## config.mk

```make
export PLATFORM = sky130hd
export DESIGN_NAME = adventure_game_ctrl_flat
export DESIGN_NICKNAME = d
export VERILOG_FILES = /design/src/rtl/adventure_game_ctrl_pkg.sv /design/src/rtl/adventure_game_ctrl_if.sv /design/src/rtl/adventure_game_ctrl_btn_edge_sync.sv /design/src/rtl/adventure_game_ctrl.sv /design/src/flat_wrapper.sv
export SDC_FILE = /design/constraint.sdc
export NUM_CORES = 1
export LEC_CHECK = 0
export ABC_AREA = 1
export BUFFER_PORTS_ARGS = -buffer_cell sky130_fd_sc_hd__buf_2
export CAP_MARGIN = 40
export CORE_ASPECT_RATIO = 1.75
export CORE_MARGIN = 4
export CORE_UTILIZATION = 50
export CTS_CLUSTER_DIAMETER = 80
export DETAILED_ROUTE_END_ITERATION = 12
export GPL_TIMING_DRIVEN = 0
export PLACE_DENSITY = 0.72
export SETUP_SLACK_MARGIN = 0.5
export SYNTH_ARGS = -nofsm -noshare
export SYNTH_HDL_FRONTEND = slang
export SYNTH_SLANG_ARGS = --single-unit
```

## constraint.sdc

```tcl
create_clock -name clk -period 2.6 [get_ports clk]
set_input_delay 0.39 -clock clk [delete_from_list [all_inputs] [get_ports clk]]
set_output_delay 0.39 -clock clk [all_outputs]
set_load 0.05 [all_outputs]
```

## src/rtl/adventure_game_ctrl_pkg.sv

```systemverilog
// Shared types and default sizing for the adventure-game front-end controller.
// Pure declarations; no logic, latency or flow control of its own.
package adv_pkg;
  typedef enum logic [2:0] {INIT, PLAY, SETTLE, WON, DEAD, TIMEOUT} ctrl_state_e;
  typedef enum logic [1:0] {N, S, E, W} dir_e;

  localparam int DEF_MAX_MOVES       = 15;
  localparam int DEF_ROOM_RST_CYCLES = 2;
endpackage

```

## src/rtl/adventure_game_ctrl_if.sv

```systemverilog
// Button, room-FSM and status signals of the controller; master = controller side.
// Wires only; no latency; no backpressure (pulses are fire-and-forget).
interface adventure_game_ctrl_if #(parameter int CNT_W = 8);
  logic             btn_n, btn_s, btn_e, btn_w, btn_restart;
  logic             room_sw, room_win, room_d;
  logic             room_rst;
  logic             mv_n, mv_s, mv_e, mv_w;
  logic             v;
  logic [CNT_W-1:0] move_cnt;
  logic             playing, won, dead, timeout;

  modport master (
    input  btn_n, btn_s, btn_e, btn_w, btn_restart, room_sw, room_win, room_d,
    output room_rst, mv_n, mv_s, mv_e, mv_w, v, move_cnt, playing, won, dead, timeout
  );
  modport slave (
    output btn_n, btn_s, btn_e, btn_w, btn_restart, room_sw, room_win, room_d,
    input  room_rst, mv_n, mv_s, mv_e, mv_w, v, move_cnt, playing, won, dead, timeout
  );
endinterface

```

## src/rtl/adventure_game_ctrl_btn_edge_sync.sv

```systemverilog
// 2-flop synchroniser plus registered rising-edge pulse for one raw button.
// Pulse is high for one cycle after the 3rd clk edge following the raw rise; no backpressure.
module btn_edge_sync (
  input  logic clk,
  input  logic reset_n,
  input  logic raw,
  output logic rise
);
  logic meta, sync, sync_d;

  always_ff @(posedge clk or negedge reset_n) begin
    if (!reset_n) begin
      meta   <= 1'b0;
      sync   <= 1'b0;
      sync_d <= 1'b0;
      rise   <= 1'b0;
    end else begin
      meta   <= raw;
      sync   <= meta;
      sync_d <= sync;
      rise   <= sync & ~sync_d;
    end
  end
endmodule

```

## src/rtl/adventure_game_ctrl.sv

```systemverilog
// Game sequencer in front of the room FSM: button sync, one-hot move pulses, sword flag, move limit.
// Move pulse 4 clk edges after a raw press; ADV_AUTO_RESTART_EN adds a timed return from terminal states.
module adventure_game_ctrl
  import adv_pkg::*;
#(
  parameter int MAX_MOVES       = DEF_MAX_MOVES,
  parameter int ROOM_RST_CYCLES = DEF_ROOM_RST_CYCLES,
  parameter int CNT_W           = 8
`ifdef ADV_AUTO_RESTART_EN
  ,
  parameter int HOLD_CYCLES     = 1000
`endif
) (
  input  logic                  clk,
  input  logic                  reset_n,
  adventure_game_ctrl_if.master bus
);
  localparam int RST_W = $clog2(ROOM_RST_CYCLES + 1);

  ctrl_state_e      state, state_nxt;
  logic [3:0]       dir_edge, mv_q, mv_nxt;
  logic             restart_edge;
  logic [CNT_W-1:0] cnt_q, cnt_nxt;
  logic             v_q, v_nxt;
  logic [RST_W-1:0] init_cnt, init_nxt;
`ifdef ADV_AUTO_RESTART_EN
  localparam int HOLD_W = $clog2(HOLD_CYCLES + 1);
  logic [HOLD_W-1:0] hold_cnt, hold_nxt;
`endif

  btn_edge_sync u_sync_n (.clk(clk), .reset_n(reset_n), .raw(bus.btn_n),       .rise(dir_edge[N]));
  btn_edge_sync u_sync_s (.clk(clk), .reset_n(reset_n), .raw(bus.btn_s),       .rise(dir_edge[S]));
  btn_edge_sync u_sync_e (.clk(clk), .reset_n(reset_n), .raw(bus.btn_e),       .rise(dir_edge[E]));
  btn_edge_sync u_sync_w (.clk(clk), .reset_n(reset_n), .raw(bus.btn_w),       .rise(dir_edge[W]));
  btn_edge_sync u_sync_r (.clk(clk), .reset_n(reset_n), .raw(bus.btn_restart), .rise(restart_edge));

  always_ff @(posedge clk or negedge reset_n) begin
    if (!reset_n) begin
      state    <= INIT;
      mv_q     <= '0;
      cnt_q    <= '0;
      v_q      <= 1'b0;
      init_cnt <= '0;
`ifdef ADV_AUTO_RESTART_EN
      hold_cnt <= '0;
`endif
    end else begin
      state    <= state_nxt;
      mv_q     <= mv_nxt;
      cnt_q    <= cnt_nxt;
      v_q      <= v_nxt;
      init_cnt <= init_nxt;
`ifdef ADV_AUTO_RESTART_EN
      hold_cnt <= hold_nxt;
`endif
    end
  end

  always_comb begin
    state_nxt = state;
    mv_nxt    = '0;
    cnt_nxt   = cnt_q;
    v_nxt     = v_q;
    init_nxt  = '0;
`ifdef ADV_AUTO_RESTART_EN
    hold_nxt  = '0;
`endif
    case (state)
      INIT: begin
        if (init_cnt == RST_W'(ROOM_RST_CYCLES - 1)) state_nxt = PLAY;
        else                                          init_nxt  = init_cnt + 1'b1;
      end
      PLAY: begin
        if (bus.room_sw) v_nxt = 1'b1;
        // Room-driven outcomes pre-empt a move; restart pre-empts everything.
        if (restart_edge) begin
          state_nxt = INIT;
          cnt_nxt   = '0;
          v_nxt     = 1'b0;
        end else if (bus.room_win) begin
          state_nxt = WON;
        end else if (bus.room_d) begin
          state_nxt = DEAD;
        end else if ($onehot(dir_edge)) begin
          mv_nxt    = dir_edge;
          state_nxt = SETTLE;
          if (cnt_q != CNT_W'(MAX_MOVES)) cnt_nxt = cnt_q + 1'b1;
        end
      end
      SETTLE: begin
        if (bus.room_sw) v_nxt = 1'b1;
        if (restart_edge) begin
          state_nxt = INIT;
          cnt_nxt   = '0;
          v_nxt     = 1'b0;
        end else if (bus.room_win)              state_nxt = WON;
        else if (bus.room_d)                    state_nxt = DEAD;
        else if (cnt_q == CNT_W'(MAX_MOVES))    state_nxt = TIMEOUT;
        else                                    state_nxt = PLAY;
      end
      default: begin
        if (restart_edge) begin
          state_nxt = INIT;
          cnt_nxt   = '0;
          v_nxt     = 1'b0;
        end
`ifdef ADV_AUTO_RESTART_EN
        else if (hold_cnt == HOLD_W'(HOLD_CYCLES - 1)) begin
          state_nxt = INIT;
          cnt_nxt   = '0;
          v_nxt     = 1'b0;
        end else begin
          hold_nxt  = hold_cnt + 1'b1;
        end
`endif
      end
    endcase
  end

  // Room reset also follows reset_n directly so the room FSM clears without a clock.
  assign bus.room_rst = ~reset_n | (state == INIT);
  assign bus.mv_n     = mv_q[N];
  assign bus.mv_s     = mv_q[S];
  assign bus.mv_e     = mv_q[E];
  assign bus.mv_w     = mv_q[W];
  assign bus.v        = v_q;
  assign bus.move_cnt = cnt_q;
  assign bus.playing  = (state == PLAY) || (state == SETTLE);
  assign bus.won      = (state == WON);
  assign bus.dead     = (state == DEAD);
  assign bus.timeout  = (state == TIMEOUT);
endmodule

```

## src/flat_wrapper.sv

```systemverilog
// flat-port wrapper written by rule: the top's interface ports become plain ports
module adventure_game_ctrl_flat import adv_pkg::*;
#(
  parameter int MAX_MOVES       = DEF_MAX_MOVES,
  parameter int ROOM_RST_CYCLES = DEF_ROOM_RST_CYCLES,
  parameter int CNT_W           = 8

)
  (clk, reset_n, bus_btn_n, bus_btn_s, bus_btn_e, bus_btn_w, bus_btn_restart, bus_room_sw, bus_room_win, bus_room_d, bus_room_rst, bus_mv_n, bus_mv_s, bus_mv_e, bus_mv_w, bus_v, bus_move_cnt, bus_playing, bus_won, bus_dead, bus_timeout);
  adventure_game_ctrl_if #(.CNT_W(CNT_W)) bus_i ();
  input  logic clk;
  input  logic reset_n;
  input wire logic [$bits(bus_i.btn_n)-1:0] bus_btn_n;
  input wire logic [$bits(bus_i.btn_s)-1:0] bus_btn_s;
  input wire logic [$bits(bus_i.btn_e)-1:0] bus_btn_e;
  input wire logic [$bits(bus_i.btn_w)-1:0] bus_btn_w;
  input wire logic [$bits(bus_i.btn_restart)-1:0] bus_btn_restart;
  input wire logic [$bits(bus_i.room_sw)-1:0] bus_room_sw;
  input wire logic [$bits(bus_i.room_win)-1:0] bus_room_win;
  input wire logic [$bits(bus_i.room_d)-1:0] bus_room_d;
  output wire logic [$bits(bus_i.room_rst)-1:0] bus_room_rst;
  output wire logic [$bits(bus_i.mv_n)-1:0] bus_mv_n;
  output wire logic [$bits(bus_i.mv_s)-1:0] bus_mv_s;
  output wire logic [$bits(bus_i.mv_e)-1:0] bus_mv_e;
  output wire logic [$bits(bus_i.mv_w)-1:0] bus_mv_w;
  output wire logic [$bits(bus_i.v)-1:0] bus_v;
  output wire logic [$bits(bus_i.move_cnt)-1:0] bus_move_cnt;
  output wire logic [$bits(bus_i.playing)-1:0] bus_playing;
  output wire logic [$bits(bus_i.won)-1:0] bus_won;
  output wire logic [$bits(bus_i.dead)-1:0] bus_dead;
  output wire logic [$bits(bus_i.timeout)-1:0] bus_timeout;
  assign bus_i.btn_n = bus_btn_n;
  assign bus_i.btn_s = bus_btn_s;
  assign bus_i.btn_e = bus_btn_e;
  assign bus_i.btn_w = bus_btn_w;
  assign bus_i.btn_restart = bus_btn_restart;
  assign bus_i.room_sw = bus_room_sw;
  assign bus_i.room_win = bus_room_win;
  assign bus_i.room_d = bus_room_d;
  assign bus_room_rst = bus_i.room_rst;
  assign bus_mv_n = bus_i.mv_n;
  assign bus_mv_s = bus_i.mv_s;
  assign bus_mv_e = bus_i.mv_e;
  assign bus_mv_w = bus_i.mv_w;
  assign bus_v = bus_i.v;
  assign bus_move_cnt = bus_i.move_cnt;
  assign bus_playing = bus_i.playing;
  assign bus_won = bus_i.won;
  assign bus_dead = bus_i.dead;
  assign bus_timeout = bus_i.timeout;
  adventure_game_ctrl #(.MAX_MOVES(MAX_MOVES), .ROOM_RST_CYCLES(ROOM_RST_CYCLES), .CNT_W(CNT_W)) u_core (.clk(clk), .reset_n(reset_n), .bus(bus_i));
endmodule
```

### Word level (Yosys, flattened, before mapping)

Cells that the tools add are included.

* register bits after elaboration: 38
* input port bits: 10
* output and inout bits: 18
* logic and storage cells: 97

* add/sub/neg operators: 5
* equal/unequal tests: 13
* mux-type cells: 29
* bitwise gates (word level): 13
* reduce and logical (&&, ||, !) cells: 12

Operators with widths (number)
* $mux W8: 6
* $mux W3: 10
* $mux W4: 5
* $pmux W8 S2: 1
* $reduce_bool A2 Y1: 5
* $pmux W3 S3: 1
* $add A8 B1 Y8 const B: 1
* $eq A8 B4 Y1 const B: 1
* $ne A8 B4 Y1 const B: 1
* $not A1 Y1: 7
* $eq A3 B1 Y1 const B: 2
* $eq A3 B2 Y1 const B: 2
* $eq A3 B3 Y1 const B: 2
* $ne A2 B1 Y1 const B: 3
* $reduce_and A3 Y1: 2
* $reduce_and A6 Y1: 1
* $and A1 B1 Y1: 5
* $ne A5 B4 Y1 const B: 1
* $add A1 B1 Y2: 2
* $mux W2: 2
* $reduce_bool A4 Y1: 1
* $add A3 B3 Y3: 1
* $logic_not A3 Y1: 1
* $mux W1: 3
* 6 further kinds: 6

### Depth between registers and ports, before layout

Gate-level depths: netlist of the first run.

* word-level depth: 8
* gate-level depth with buffers: 8
* gate-level depth less buffers: 8

### By module

From an unflattened synthesis of the first run, not the netlist that was laid out.

* cell total of the unflattened synthesis: 181
* area, all modules: 1674.1 um^2

Modules (own cells, without submodules)
* adventure_game_ctrl: times used 1, cells each 151, area each 1123.6 um^2, seq. area each 450.4 um^2
* btn_edge_sync: times used 5, cells each 6, area each 110.1 um^2, seq. area each 100.1 um^2

### Worst setup path after synthesis of the first run

OpenSTA, ideal clock, no wires.

* path kind: register -> register
* start: reg u_core.u_sync_s.rise
* end: reg u_core.state[0]
* setup time: 0.118 ns
* data arrival time: 2.009 ns
* data required time: 2.482 ns
* path slack: 0.473 ns
* stages on the path, launching flop included: 9
* buffers on the path: 0
* clock period less this slack: 2.127 ns
* path through: dfrtp_1 -> ha_1 -> ha_1 -> fa_1 -> nor3b_2 -> nand3b_1 -> nand2_1 -> nand2_1 -> nand2_1

* longest elaborated chain between the ends: 5

Ends and longest elaborated chain
* start, declared: line adventure_game_ctrl_btn_edge_sync.sv:7 `output logic rise`
* start signal, assigned: line adventure_game_ctrl_btn_edge_sync.sv:21 `rise <= sync & ~sync_d;`
* $add A1 B1 Y2 (not written as such): line adventure_game_ctrl.sv:84 `end else if ($onehot(dir_edge)) begin`
* $add A3 B3 Y3 (not written as such): line adventure_game_ctrl.sv:84
* $eq A3 B1 Y1: line adventure_game_ctrl.sv:84
* $ne A5 B4 Y1 (no line)
* $reduce_and A3 Y1 (no line)
* end signal, assigned: line adventure_game_ctrl.sv:48 `state <= state_nxt;`
* end, declared: line adventure_game_ctrl.sv:20 `ctrl_state_e state, state_nxt;`

No other way between the ends.
A chain may end at the register's enable or synchronous reset.

### Worst setup path in the final report of the first run

* start: reg u_core.u_sync_s.rise
* end: reg u_core.cnt_q[1], in the netlist u_core.bus.move_cnt[1]

* longest elaborated chain between the ends: 5

Ends and longest elaborated chain
* $add A1 B1 Y2 (not written as such): line adventure_game_ctrl.sv:84
* $add A3 B3 Y3 (not written as such): line adventure_game_ctrl.sv:84
* $eq A3 B1 Y1: line adventure_game_ctrl.sv:84
* $reduce_bool A2 Y1 (no line)
* $reduce_and A6 Y1 (no line)
* end signal, assigned: line adventure_game_ctrl.sv:50 `cnt_q <= cnt_nxt;`
* end, declared: line adventure_game_ctrl.sv:23 `logic [CNT_W-1:0] cnt_q, cnt_nxt;`

No other way between the ends.

==> results of run 1 <==
report_power, final:
| group | internal, uW | leakage, uW | total [uW] | switching, uW |
|---|---|---|---|---|
| Clock | 213 | 0.0000472 | 413 | 200 |
| Combinational | 162 | 0.000482 | 594 | 431 |
| Sequential | 649 | 0.000484 | 709 | 60.2 |
routing by layer:
layer  track usage (%)  up-vias  routed length [microns]
li1                  -      627                        -
met1              17.5      594                     1120
met2              29.1       32                     1560
met3              5.68        4                      179
met4              9.31        0                       72
met5                 0        -                        0
sequential cells by signal (all words and copies together) (netlist names), 2 cells and up:
name                 flops
u_core.bus.move_cnt      8
u_core.init_cnt          2
u_core.mv_q              4
u_core.state             3
per-stage QoR:
step / instances / area [sq um]
after global placement: 244 / 1860
after detailed placement: 244 / 1860
final: 253 / 1970
after global routing: 253 / 1970
after floorplan: 174 / 1670
after CTS: 253 / 1970
layout by cell type, fill, tap and decap left out, types with 2 or more instances in the layout:
cell type and instances:
sky130_fd_sc_hd__a21oi_1 3, sky130_fd_sc_hd__buf_2 27, sky130_fd_sc_hd__clkbuf_8 6, sky130_fd_sc_hd__dfrtp_1 38, sky130_fd_sc_hd__ha_1 3, sky130_fd_sc_hd__inv_1 19, sky130_fd_sc_hd__inv_2 2, sky130_fd_sc_hd__nand2_1 37
sky130_fd_sc_hd__nand3_1 24, sky130_fd_sc_hd__nand3_4 3, sky130_fd_sc_hd__nor2_1 21, sky130_fd_sc_hd__nor2_4 2, sky130_fd_sc_hd__nor3_1 6
final cells by class:
cell class	instances	area, sq um
clock inverters	2	12.5
multi-input cells	115	644
inverters	21	78.8
well taps	43	53.8
fillers	289	1210
repair buffers	28	143
flip-flops and latches	38	951
clock buffers	6	82.6
cells by family after synthesis:
group / after synthesis / share of synthesized area [%]
and+or+nand+nor: 100 / 30.1
buffers and inverters: 21 / 4.73
DFF: 38 / 57.1
adders and majority gates: 5 / 4.21
xor gates and xnor gates: 2 / 1.05
AOI/OAI and AO/OA: 8 / 2.85
how the worst max path moves through the flow:
stage	startpoint	cells past startpoint	slack, ns	to
global route	u_core.u_sync_s.rise$_DFF_PN0_	8	0.32	u_core.bus.move_cnt[7]$_DFFE_PN0P_
global placement	u_core.u_sync_s.rise$_DFF_PN0_	8	0.39	u_core.bus.move_cnt[7]$_DFFE_PN0P_
floorplan	u_core.u_sync_s.rise$_DFF_PN0_	8	0.51	u_core.state[0]$_DFFE_PN0P_
detailed placement	u_core.u_sync_s.rise$_DFF_PN0_	8	0.36	u_core.bus.move_cnt[7]$_DFFE_PN0P_
finish	u_core.u_sync_s.rise$_DFF_PN0_	8	0.45	u_core.bus.move_cnt[1]$_DFFE_PN0P_
CTS	u_core.u_sync_s.rise$_DFF_PN0_	8	0.42	u_core.bus.move_cnt[3]$_DFFE_PN0P_
worst register-to-register path, stage by stage (launching register included):
cell	delay, ns
sky130_fd_sc_hd__dfrtp_1	0.38
sky130_fd_sc_hd__ha_1	0.30
sky130_fd_sc_hd__ha_2	0.18
sky130_fd_sc_hd__fa_1	0.48
sky130_fd_sc_hd__nor3b_4	0.28
sky130_fd_sc_hd__nand3_4	0.19
sky130_fd_sc_hd__nor2_4	0.16
sky130_fd_sc_hd__nand2_1	0.07
sky130_fd_sc_hd__nand2_1	0.06
what timing repair did:
action                                  in CTS  in global routing
hold endpoints to repair                     0                  0
gates resized for setup                      1                  0
setup buffers                                1                  0
endpoints found under the setup margin      11                 15
pin swaps                                    2                  1
hold buffers                                 0                  0
==> results.txt, run 1 <==
----------------------------------------------------
[Clocking]
  Maximum clock insertion buffer count ... 2
  H-tree levels ... 2
  Num CTS Buffers ... 5
  Clock-pin slew on the worst setup and hold paths ... 0.07 ns
  Number of sinks handled by clock tree synthesis ... 38
  Insertion delay of the later-clocked pin in the worst-skew pair ... 0.29 ns
  Library cell used as clock root buffer ... sky130_fd_sc_hd__clkbuf_8
  CTS tree ... yes

[Run]
  Number of maximum-capacitance constraint violations ... 0

[Synth]
  Synthesized instance count ... 174
  Number of synthesized flops with an enable pin ... 0
  Part of the Yosys area used for sequential elements ... 57.1%
  Number of distinct standard cells referenced by the synthesized netlist ... 26
  Most instantiated library cell after synthesis ... sky130_fd_sc_hd__dfrtp_1
  Net Count, Synth ... 189
  Netlist Area Pre-Place ... ~1700 sq um
  Synthesized area divided by synthesized cell count ... 9.57 sq um
  Number of warning messages in the yosys log ... 0
  Area share of the largest cell type after synthesis ... 57.1%
  Number of synthesized register bits ... 38
  Cells taking the most area after synthesis ... sky130_fd_sc_hd__dfrtp_1 (57%), sky130_fd_sc_hd__nand2_1 (8.3%), sky130_fd_sc_hd__nand3_1 (7.2%)
  Prevailing post-synth register cell ... sky130_fd_sc_hd__dfrtp_1
  Most used standard cells in the synthesized netlist ... sky130_fd_sc_hd__dfrtp_1 (38), sky130_fd_sc_hd__nand2_1 (37), sky130_fd_sc_hd__nand3_1 (24)
  Largest area contributor in the synthesized netlist ... sky130_fd_sc_hd__dfrtp_1
  Async SR Flop Fraction ... 100%

[STA]
  Maximum frequency from static timing analysis ... around 460 MHz
  RSZ-0062 raised after global routing ... yes
  Number of endpoints with negative hold slack in the final report ... 0
  # setup viols final ... 0
  Final period utilization ... around 83%
  Post-route setup slack ... ~0.45 ns
  TNS Setup ... 0 ns
  Relative slew slack ... 46.3%
  Hold slack final ... 0.188 ns
  Actual slew at the worst max-slew pin ... 0.805 ns
  Max-slew violation count ... 0
  Post-layout min period ... 2.15 ns
  Worst clock skew ... 0.00449 ns

[Placement]
  Worst Setup Slack post-DPL ... around 0.36 ns
  Placer Congestion ... 0.807
  Number of port buffers ... 27
  DP Wirelength ... about 2200 microns

[Critical path]
  Critical path, cell by cell ... ha_1 -> ha_2 -> fa_1 -> nor3b_4 -> nand3_4 -> nor2_4 -> nand2_1 -> nand2_1
  Maximum fanout along the worst path ... 9
  Type of destination of the critical path ... register
  Cells on worst reg2reg path ... 8
  Crit path buf inv count ... 0
  Reg-to-reg critical path endpoint ... u_core.bus.move_cnt[1]$_DFFE_PN0P_
  Cell type with the highest occurrence count on the critical path ... sky130_fd_sc_hd__nand2_1
  Slowest cell on the critical path ... sky130_fd_sc_hd__fa_1
  Worst Path Required ... about 2.8 ns
  Peak per-stage delay on the critical path ... 0.48 ns
  Kind of cell with the highest combined delay on the critical path ... adder cells
  Arrival time at the worst endpoint ... 2.38 ns
  Crit Reg-Reg Startpoint ... u_core.u_sync_s.rise$_DFF_PN0_
  CP startpoint kind ... register
  Crit Path Category ... register to register
  Internal reg-to-reg setup slack ... 0.45 ns

[Layout]
  Layout Nets ... ~220
  Core occupancy in the finished layout ... 61.9%
  Area overhead of the layout relative to synthesis ... 18.0%
  Layout cell share with drive strength beyond 1 ... 23.3%
  Inserted Diodes ... 0

[Die]
  Area inside the core boundary ... 3180 sq um
  Horiz. Die Dim ... just over 50 microns
  Area of the die ... 4350 sq um
  Site row count ... 27
  Number of top-level pins ... 28
  Die span in y ... 84.3 microns
  Initial core utilization ... 52.4%

[Power]
  Power per standard cell area ... 873 nW/um^2
  Peak supply drop ... 635 uV
  Leakage dissipation ... 0.00101 uW
  Post-layout power ... between 1500 and 2000 uW

[Global routing]
  Initial antenna violation count ... 0
  Maximum number of pins on one net before global-route repair ... 40
  Total track usage ... between 10% and 20%
  Total grt overflow ... 0
  First-pass GRT wire length ... between 5000 and 6000 microns
  Vias in the first global route ... 1303

[Detailed routing]
  Final antenna-violating net count ... 0
  Number of vias in the routed layout ... 1257
  Wire length per cell ... around 12 microns
  Iter 0 DRT Violations ... 36
  Final wirelength ... 2930 microns
  Via-per-instance ratio ... 4.97
  Number of iterations in the first detailed-routing pass ... 4
  Residual DRC ... 0

[Min path]
  Worst hold-check path type ... primary input to asynchronous set/reset pin

[Outcome]
  Status ... finished clean

----------------------------------------------------
Note: power is estimated with default switching activity, not from simulation.
==> run 2, diff against run 1 <==
--- a/config.mk
+++ b/config.mk
@@ -5,7 +5,7 @@
 export SDC_FILE = /design/constraint.sdc
 export NUM_CORES = 1
 export LEC_CHECK = 0
-export ABC_AREA = 1
+export ABC_AREA = 0
 export BUFFER_PORTS_ARGS = -buffer_cell sky130_fd_sc_hd__buf_2
 export CAP_MARGIN = 40
 export CORE_ASPECT_RATIO = 1.75
==> constraint.sdc (replaced) <==
create_clock -name clk -period 2.2 [get_ports clk]
set_input_delay 0.33 -clock clk [delete_from_list [all_inputs] [get_ports clk]]
set_output_delay 0.33 -clock clk [all_outputs]
set_load 0.05 [all_outputs]
==> results.txt, run 2 <==
----------------------------------------------------
[Outcome]
  Status ... complete, but fails checks
  Violated checks ... negative setup slack

[Global routing]
  Total track usage ... 16.7%
  Initial antenna violation count ... 0
  Total grt overflow ... 0
  Global-route track usage on met3 ... 4.29%
  Vias in the first global route ... about 1200
  Met1 track demand over resource in global routing ... 20.0%
  Global-route track usage on met2 ... 27.4%
  Maximum number of pins on one net before global-route repair ... 40
  Layer with the highest usage after global routing ... met2
  First-pass GRT wire length ... between 5000 and 6000 microns

[Power]
  Leakage dissipation ... 0.00106 uW
  Fraction of power spent switching nets ... about a third
  Internal power ... 1750 uW
  Peak supply drop ... 840 uV
  Net Sw Power ... 886 uW
  Power per standard cell area ... 1200 nW/um^2
  Share of power burned in registers ... a little under a third
  Clock share of power ... between 20% and 30%
  Share of power burned in combinational logic ... 42.1%

[STA]
  Final period utilization ... 117%
  Relative slew slack ... 44.5%
  Maximum frequency from static timing analysis ... 387 MHz
  # setup viols final ... 14
  RSZ-0062 raised after global routing ... yes
  Max-slew violation count ... 0
  Worst clock skew ... 0.00893 ns
  Actual slew at the worst max-slew pin ... 0.832 ns
  Post-route setup slack ... -0.383 ns
  Post-layout min period ... 2.58 ns
  Number of endpoints with negative hold slack in the final report ... 0
  TNS Setup ... -4.45 ns

[Layout]
  Area overhead of the layout relative to synthesis ... 34.0%
  Commonest non-fill, non-tap cells in the layout ... sky130_fd_sc_hd__dfrtp_1 (36), sky130_fd_sc_hd__buf_2 (23), sky130_fd_sc_hd__buf_4 (11)
  Finished Layout Cells ... between 200 and 250
  Final design area excluding fillers ... 2200 sq um
  Inserted Diodes ... 0
  Layout cell share with drive strength beyond 1 ... 43.3%
  Most common library cell in the layout ignoring fill and taps ... sky130_fd_sc_hd__dfrtp_1
  Layout Nets ... roughly 190
  Flip-flop count of the largest register after layout ... 8
  Core occupancy in the finished layout ... 70.1%

[Die]
  Initial core utilization ... 52.3%
  Number of top-level pins ... 28
  Site row count ... 27
  Area inside the core boundary ... ~3100 sq um
  Area of the die ... ~4300 sq um
  Horiz. Die Dim ... 51.3 microns
  Die span in y ... 83.8 microns

[Synth]
  Cells taking the most area after synthesis ... sky130_fd_sc_hd__dfrtp_1 (58%), sky130_fd_sc_hd__ha_1 (3.0%), sky130_fd_sc_hd__nor2b_1 (2.7%)
  Synthesized area divided by synthesized cell count ... 12.5 sq um
  Area share of the largest cell type after synthesis ... 57.9%
  Netlist Area Pre-Place ... roughly 1600 sq um
  Multiplexer share of the synthesized area ... 1.98%
  Synthesized-area fraction occupied by xor and xnor cells ... 0.533%
  Fraction of the mapped netlist area in compound gates ... 12.3%
  Number of distinct standard cells referenced by the synthesized netlist ... 41
  Basic-gate share of the synthesized area counting and, or, nand and nor cells ... 20.3%
  Prevailing post-synth register cell ... sky130_fd_sc_hd__dfrtp_1
  Share of synthesized cell area in full adder, half adder and majority cells ... under 10%
  Number of warning messages in the yosys log ... 0
  Number of synthesized flops with an enable pin ... 0
  Combinational family with the most area after synthesis ... simple AND/OR/NAND/NOR gates
  Net Count, Synth ... 146
  Most instantiated library cell after synthesis ... sky130_fd_sc_hd__dfrtp_1
  Number of synthesized register bits ... 38
  Synthesized instance count ... 131
  Largest area contributor in the synthesized netlist ... sky130_fd_sc_hd__dfrtp_1
  Part of the Yosys area used for sequential elements ... 57.9%
  Async SR Flop Fraction ... 100%
  Most used standard cells in the synthesized netlist ... sky130_fd_sc_hd__dfrtp_1 (38), sky130_fd_sc_hd__nor2b_1 (7), sky130_fd_sc_hd__a21oi_1 (6), sky130_fd_sc_hd__a31oi_1 (6), sky130_fd_sc_hd__and2_1 (6)

[Critical path]
  Crit path buf inv count ... 0
  Arrival time at the worst endpoint ... 2.75 ns
  CP startpoint kind ... register
  Type of destination of the critical path ... register
  Peak per-stage delay on the critical path ... 0.45 ns
  Slowest cell on the critical path ... sky130_fd_sc_hd__or3b_4
  Crit Reg-Reg Startpoint ... u_core.u_sync_s.rise$_DFF_PN0_
  Maximum fanout along the worst path ... 5
  Kind of cell with the highest combined delay on the critical path ... adder cells
  Worst Path Required ... 2.37 ns
  Crit Path Category ... register to register
  Critical path, cell by cell ... ha_1 -> ha_2 -> fa_1 -> or3b_4 -> a211oi_4 -> o21ai_4 -> a221o_1
  Startpoint of the worst setup timing path ... u_core.u_sync_s.rise$_DFF_PN0_

[Detailed routing]
  Via-per-instance ratio ... between 5 and 6
  Final antenna-violating net count ... 0
  Residual DRC ... 0
  Number of iterations in the first detailed-routing pass ... 4
  Wire length per cell ... 14.9 microns
  Final wirelength ... 3300 microns
  Iter 0 DRT Violations ... 14
  Number of vias in the routed layout ... 1239

[Placement]
  Placer Congestion ... roughly 0.82
  Worst Setup Slack post-DPL ... -0.405 ns
  Number of cells after detailed placement ... 201
  DP Wirelength ... 2090 microns
  Instance area at placement ... 1850 sq um
  Number of port buffers ... 27

[Clocking]
  Clock-pin slew on the worst setup and hold paths ... 0.07 ns
  CTS tree ... yes
  H-tree levels ... 2
  Library cell used as clock root buffer ... sky130_fd_sc_hd__clkbuf_8
  Num CTS Buffers ... 5
  Insertion delay of the later-clocked pin in the worst-skew pair ... 0.29 ns
  Number of sinks handled by clock tree synthesis ... 38
  Maximum clock insertion buffer count ... 2

[Run]
  Number of maximum-capacitance constraint violations ... 0

[Min path]
  Worst hold-check path type ... primary input to asynchronous set/reset pin

----------------------------------------------------
[run 2: timing repair]
item,4_1_cts,5_1_grt
cloned,0,0
resized for setup,23,14
hold buffers,0,0
buffers inserted,8,4
pin swaps,2,3
endpoints found under the setup margin,20,20
[run 2: per-stage QoR]
stage / power (uW) / hold slack [ns]
after floorplan: 1430 / 0.0344
after global placement: 1560 / 0.334
after detailed placement: 1590 / 0.339
after CTS: 2500 / 0.133
after global routing: 2770 / 0.128
final: 2640 / 0.141
[run 2: cell type report]
class	count	area [sq um]
Fill cell	238	941
Multi-Input combinational cell	84	716
Inverter	3	11.3
Clock buffer	5	68.8
Timing Repair Buffer	39	275
Sequential cell	38	953
Clock inverter	3	68.8
Buffer	6	53.8
Tap cell	43	53.8
[run 2: kinds of logic after synthesis]
group / after synthesis
and+or+nand+nor: 48
DFF: 38
AOI/OAI and AO/OA: 27
buffers and inverters: 9
adders and majority gates: 5
muxes: 3
xor gates and xnor gates: 1
[run 2: per-layer routing]
| metal | up-vias | share of wire (%) |
|---|---|---|
| met5 | - | 0 |
| met4 | 0 | 1.7 |
| met3 | 6 | 6.1 |
| met2 | 43 | 55 |
| met1 | 627 | 37 |
| li1 | 563 | - |
[run 2: final timing paths]
check / endpoint / cells past startpoint / slack [ns]
setup / recovery: u_core.bus.move_cnt[3]$_DFFE_PN0P_ / 7 / -0.38
hold reg to reg: u_core.u_sync_w.sync$_DFF_PN0_ / 0 / 0.35
min in group clk: u_core.u_sync_e.meta$_DFF_PN0_ / 1 / 0.15
hold / removal: u_core.mv_q[3]$_DFF_PN0_ / 1 / 0.14
max in group asynchronous: u_core.state[0]$_DFFE_PN0P_ / 1 / 1.49
setup reg to reg: u_core.bus.move_cnt[3]$_DFFE_PN0P_ / 7 / -0.38
[run 2: power groups by stage]
stage | sequential (uW) | clock [uW] | combinational [uW]
detailed placement | 836 | 0 | 754
CTS | 821 | 717 | 961
global route | 837 | 750 | 1190
global placement | 831 | 0 | 734
floorplan | 890 | 0 | 537
finish | 827 | 699 | 1110
[run 2: worst register-to-register path: cells and delay by family (launching register included)]
family / cells / cell delay (ns)
AND/OR/NAND/NOR: 1 / 0.45
flip-flops: 1 / 0.38
adder cells (fa/ha/maj): 3 / 0.92
AO/OA/AOI/OAI: 3 / 0.72
==> run 3, diff against run 2 <==
--- a/config.mk
+++ b/config.mk
@@ -14,8 +14,8 @@
 export CTS_CLUSTER_DIAMETER = 80
 export DETAILED_ROUTE_END_ITERATION = 12
 export GPL_TIMING_DRIVEN = 0
-export PLACE_DENSITY = 0.72
-export SETUP_SLACK_MARGIN = 0.5
+export PLACE_DENSITY = 0.76
+export SETUP_SLACK_MARGIN = 0.02
 export SYNTH_ARGS = -nofsm -noshare
 export SYNTH_HDL_FRONTEND = slang
 export SYNTH_SLANG_ARGS = --single-unit
==> results.txt, run 3 (synthesis gave the netlist of run 2 again) <==
----------------------------------------------------
[Detailed routing]
  Residual DRC ... 0
  Wire length per cell ... 14.2 microns
  Final antenna-violating net count ... 0
  Via-per-instance ratio ... 5.49
  Final wirelength ... roughly 3000 microns
  Iter 0 DRT Violations ... 20
  Number of vias in the routed layout ... 1158
  Number of iterations in the first detailed-routing pass ... 4

[Global routing]
  Initial antenna violation count ... 0
  Total track usage ... 15.7%
  Vias in the first global route ... 1116
  Total grt overflow ... 0
  Maximum number of pins on one net before global-route repair ... 40
  First-pass GRT wire length ... just over 5000 microns

[Outcome]
  Status ... complete, but fails checks
  Violated checks ... negative setup slack

[Layout]
  Area overhead of the layout relative to synthesis ... 24.4%
  Inserted Diodes ... 0
  Flip-flop and latch area ... 951 sq um
  Fill cell instance count of the final layout ... 249
  Layout cell share with drive strength beyond 1 ... between 30% and 40%
  Core occupancy in the finished layout ... 65.0%
  Most common library cell in the layout ignoring fill and taps ... sky130_fd_sc_hd__dfrtp_1
  Commonest non-fill, non-tap cells in the layout ... sky130_fd_sc_hd__dfrtp_1 (38), sky130_fd_sc_hd__buf_2 (28), sky130_fd_sc_hd__nor2b_1 (7)
  Layout Nets ... approximately 180
  Combined area of the multi-input logic cells ... 692 sq um
  Final design area excluding fillers ... between 2000 and 2500 sq um
  Flip-flop count of the largest register after layout ... 8

[STA]
  Max-slew violation count ... 0
  Relative slew slack ... 45.6%
  Post-layout min period ... roughly 2.6 ns
  Worst clock skew ... 0.00647 ns
  Actual slew at the worst max-slew pin ... 0.816 ns
  Post-route setup slack ... -0.368 ns
  Final period utilization ... 117%
  Maximum frequency from static timing analysis ... 389 MHz
  # setup viols final ... 14
  Number of endpoints with negative hold slack in the final report ... 0
  RSZ-0062 raised after global routing ... yes
  Hold slack final ... ~0.13 ns

[Placement]
  Worst Setup Slack post-DPL ... -0.425 ns
  DP Wirelength ... 2190 microns
  Instance area at placement ... 1840 sq um
  Placer Congestion ... roughly 0.87
  Number of port buffers ... 27

[Clocking]
  CTS tree ... yes
  Library cell used as clock root buffer ... sky130_fd_sc_hd__clkbuf_8
  Number of sinks handled by clock tree synthesis ... 38
  H-tree levels ... 2
  Maximum clock insertion buffer count ... 2
  Insertion delay of the later-clocked pin in the worst-skew pair ... 0.29 ns
  Num CTS Buffers ... 5
  Clock-pin slew on the worst setup and hold paths ... 0.07 ns
  Hold Buf Count CTS ... 0

[Die]
  Area of the die ... ~4300 sq um
  Die span in y ... 83.8 microns
  Horiz. Die Dim ... between 50 and 60 microns
  Initial core utilization ... 52.3%
  Area inside the core boundary ... 3140 sq um
  Site row count ... 27
  Number of top-level pins ... 28

[Critical path]
  CP startpoint kind ... register
  Reg-to-reg critical path endpoint ... u_core.bus.move_cnt[7]$_DFFE_PN0P_
  Type of destination of the critical path ... register
  Internal reg-to-reg setup slack ... -0.37 ns
  Arrival time at the worst endpoint ... 2.73 ns
  Crit Path Category ... register to register
  Cells on worst reg2reg path ... 7
  Crit Reg-Reg Startpoint ... u_core.u_sync_s.rise$_DFF_PN0_
  Worst Path Required ... 2.37 ns
  Maximum fanout along the worst path ... 5

[Power]
  Power per standard cell area ... around 1100 nW/um^2
  Leakage dissipation ... 0.000995 uW
  Peak supply drop ... 928 uV

[Min path]
  Worst hold-check path type ... primary input to asynchronous set/reset pin

[Run]
  Number of maximum-capacitance constraint violations ... 0

----------------------------------------------------
-- run 3: cell types whose count changed in the layout (fill, tap and decap cells not counted), sizes merged --
cell and change:
clkinv -1, clkbuf +3, buf -12
-- run 3: area by class of cell --
type                       count  area share, %
clock inverter                 2           2.94
inverter                       3          0.551
tap                           43           2.63
buffer                         6           1.90
sequential                    38           46.5
clock buffer                   6           4.04
timing repair buffer          29           7.53
multi-input combinational     84           33.9
-- run 3: stage by stage --
stage / TNS, ns / std cells / power (uW)
floorplan: -1.97 / 131 / 1410
global placement: -3.83 / 201 / 1540
detailed placement: -4.31 / 201 / 1580
CTS: -4.05 / 211 / 2340
global route: -5.26 / 211 / 2460
finish: -3.96 / 211 / 2340
-- run 3: worst max-delay path by stage --
stage,startpoint,to
after global placement,u_core.u_sync_s.rise$_DFF_PN0_,u_core.bus.move_cnt[3]$_DFFE_PN0P_
after CTS,u_core.u_sync_s.rise$_DFF_PN0_,u_core.bus.move_cnt[7]$_DFFE_PN0P_
after detailed placement,u_core.u_sync_s.rise$_DFF_PN0_,u_core.bus.move_cnt[3]$_DFFE_PN0P_
after floorplan,u_core.u_sync_s.rise$_DFF_PN0_,u_core.bus.move_cnt[3]$_DFFE_PN0P_
after global routing,u_core.u_sync_s.rise$_DFF_PN0_,u_core.bus.move_cnt[3]$_DFFE_PN0P_
final,u_core.u_sync_s.rise$_DFF_PN0_,u_core.bus.move_cnt[7]$_DFFE_PN0P_
-- run 3: power by group --
group          switching [uW]  internal [uW]
clock network             228            483
registers                57.3            767
logic                     502            300
-- run 3: worst max-delay path, stage by stage (launching register included) --
cell and delay, ns:
sky130_fd_sc_hd__dfrtp_1 0.38, sky130_fd_sc_hd__ha_1 0.30, sky130_fd_sc_hd__ha_2 0.19, sky130_fd_sc_hd__fa_1 0.43, sky130_fd_sc_hd__or3b_4 0.45, sky130_fd_sc_hd__a211oi_4 0.23
sky130_fd_sc_hd__o21ai_4 0.11, sky130_fd_sc_hd__a221o_1 0.36
-- run 3: layer usage --
| layer | up-vias | global-route usage, % | part of all wire (%) |
|---|---|---|---|
| li1 | 541 | - | - |
| met1 | 571 | 18.1 | 38 |
| met2 | 36 | 25.7 | 54 |
| met3 | 10 | 3.76 | 5.7 |
| met4 | 0 | 9.31 | 2.8 |
| met5 | - | 0 | 0 |
-- run 3: repair_timing --
action,CTS,global route
cloned,0,0
endpoints found under the hold margin,0,0
gates resized for setup,7,4
pin swaps,3,1
buffers inserted,2,0
endpoints found under the setup margin,14,14
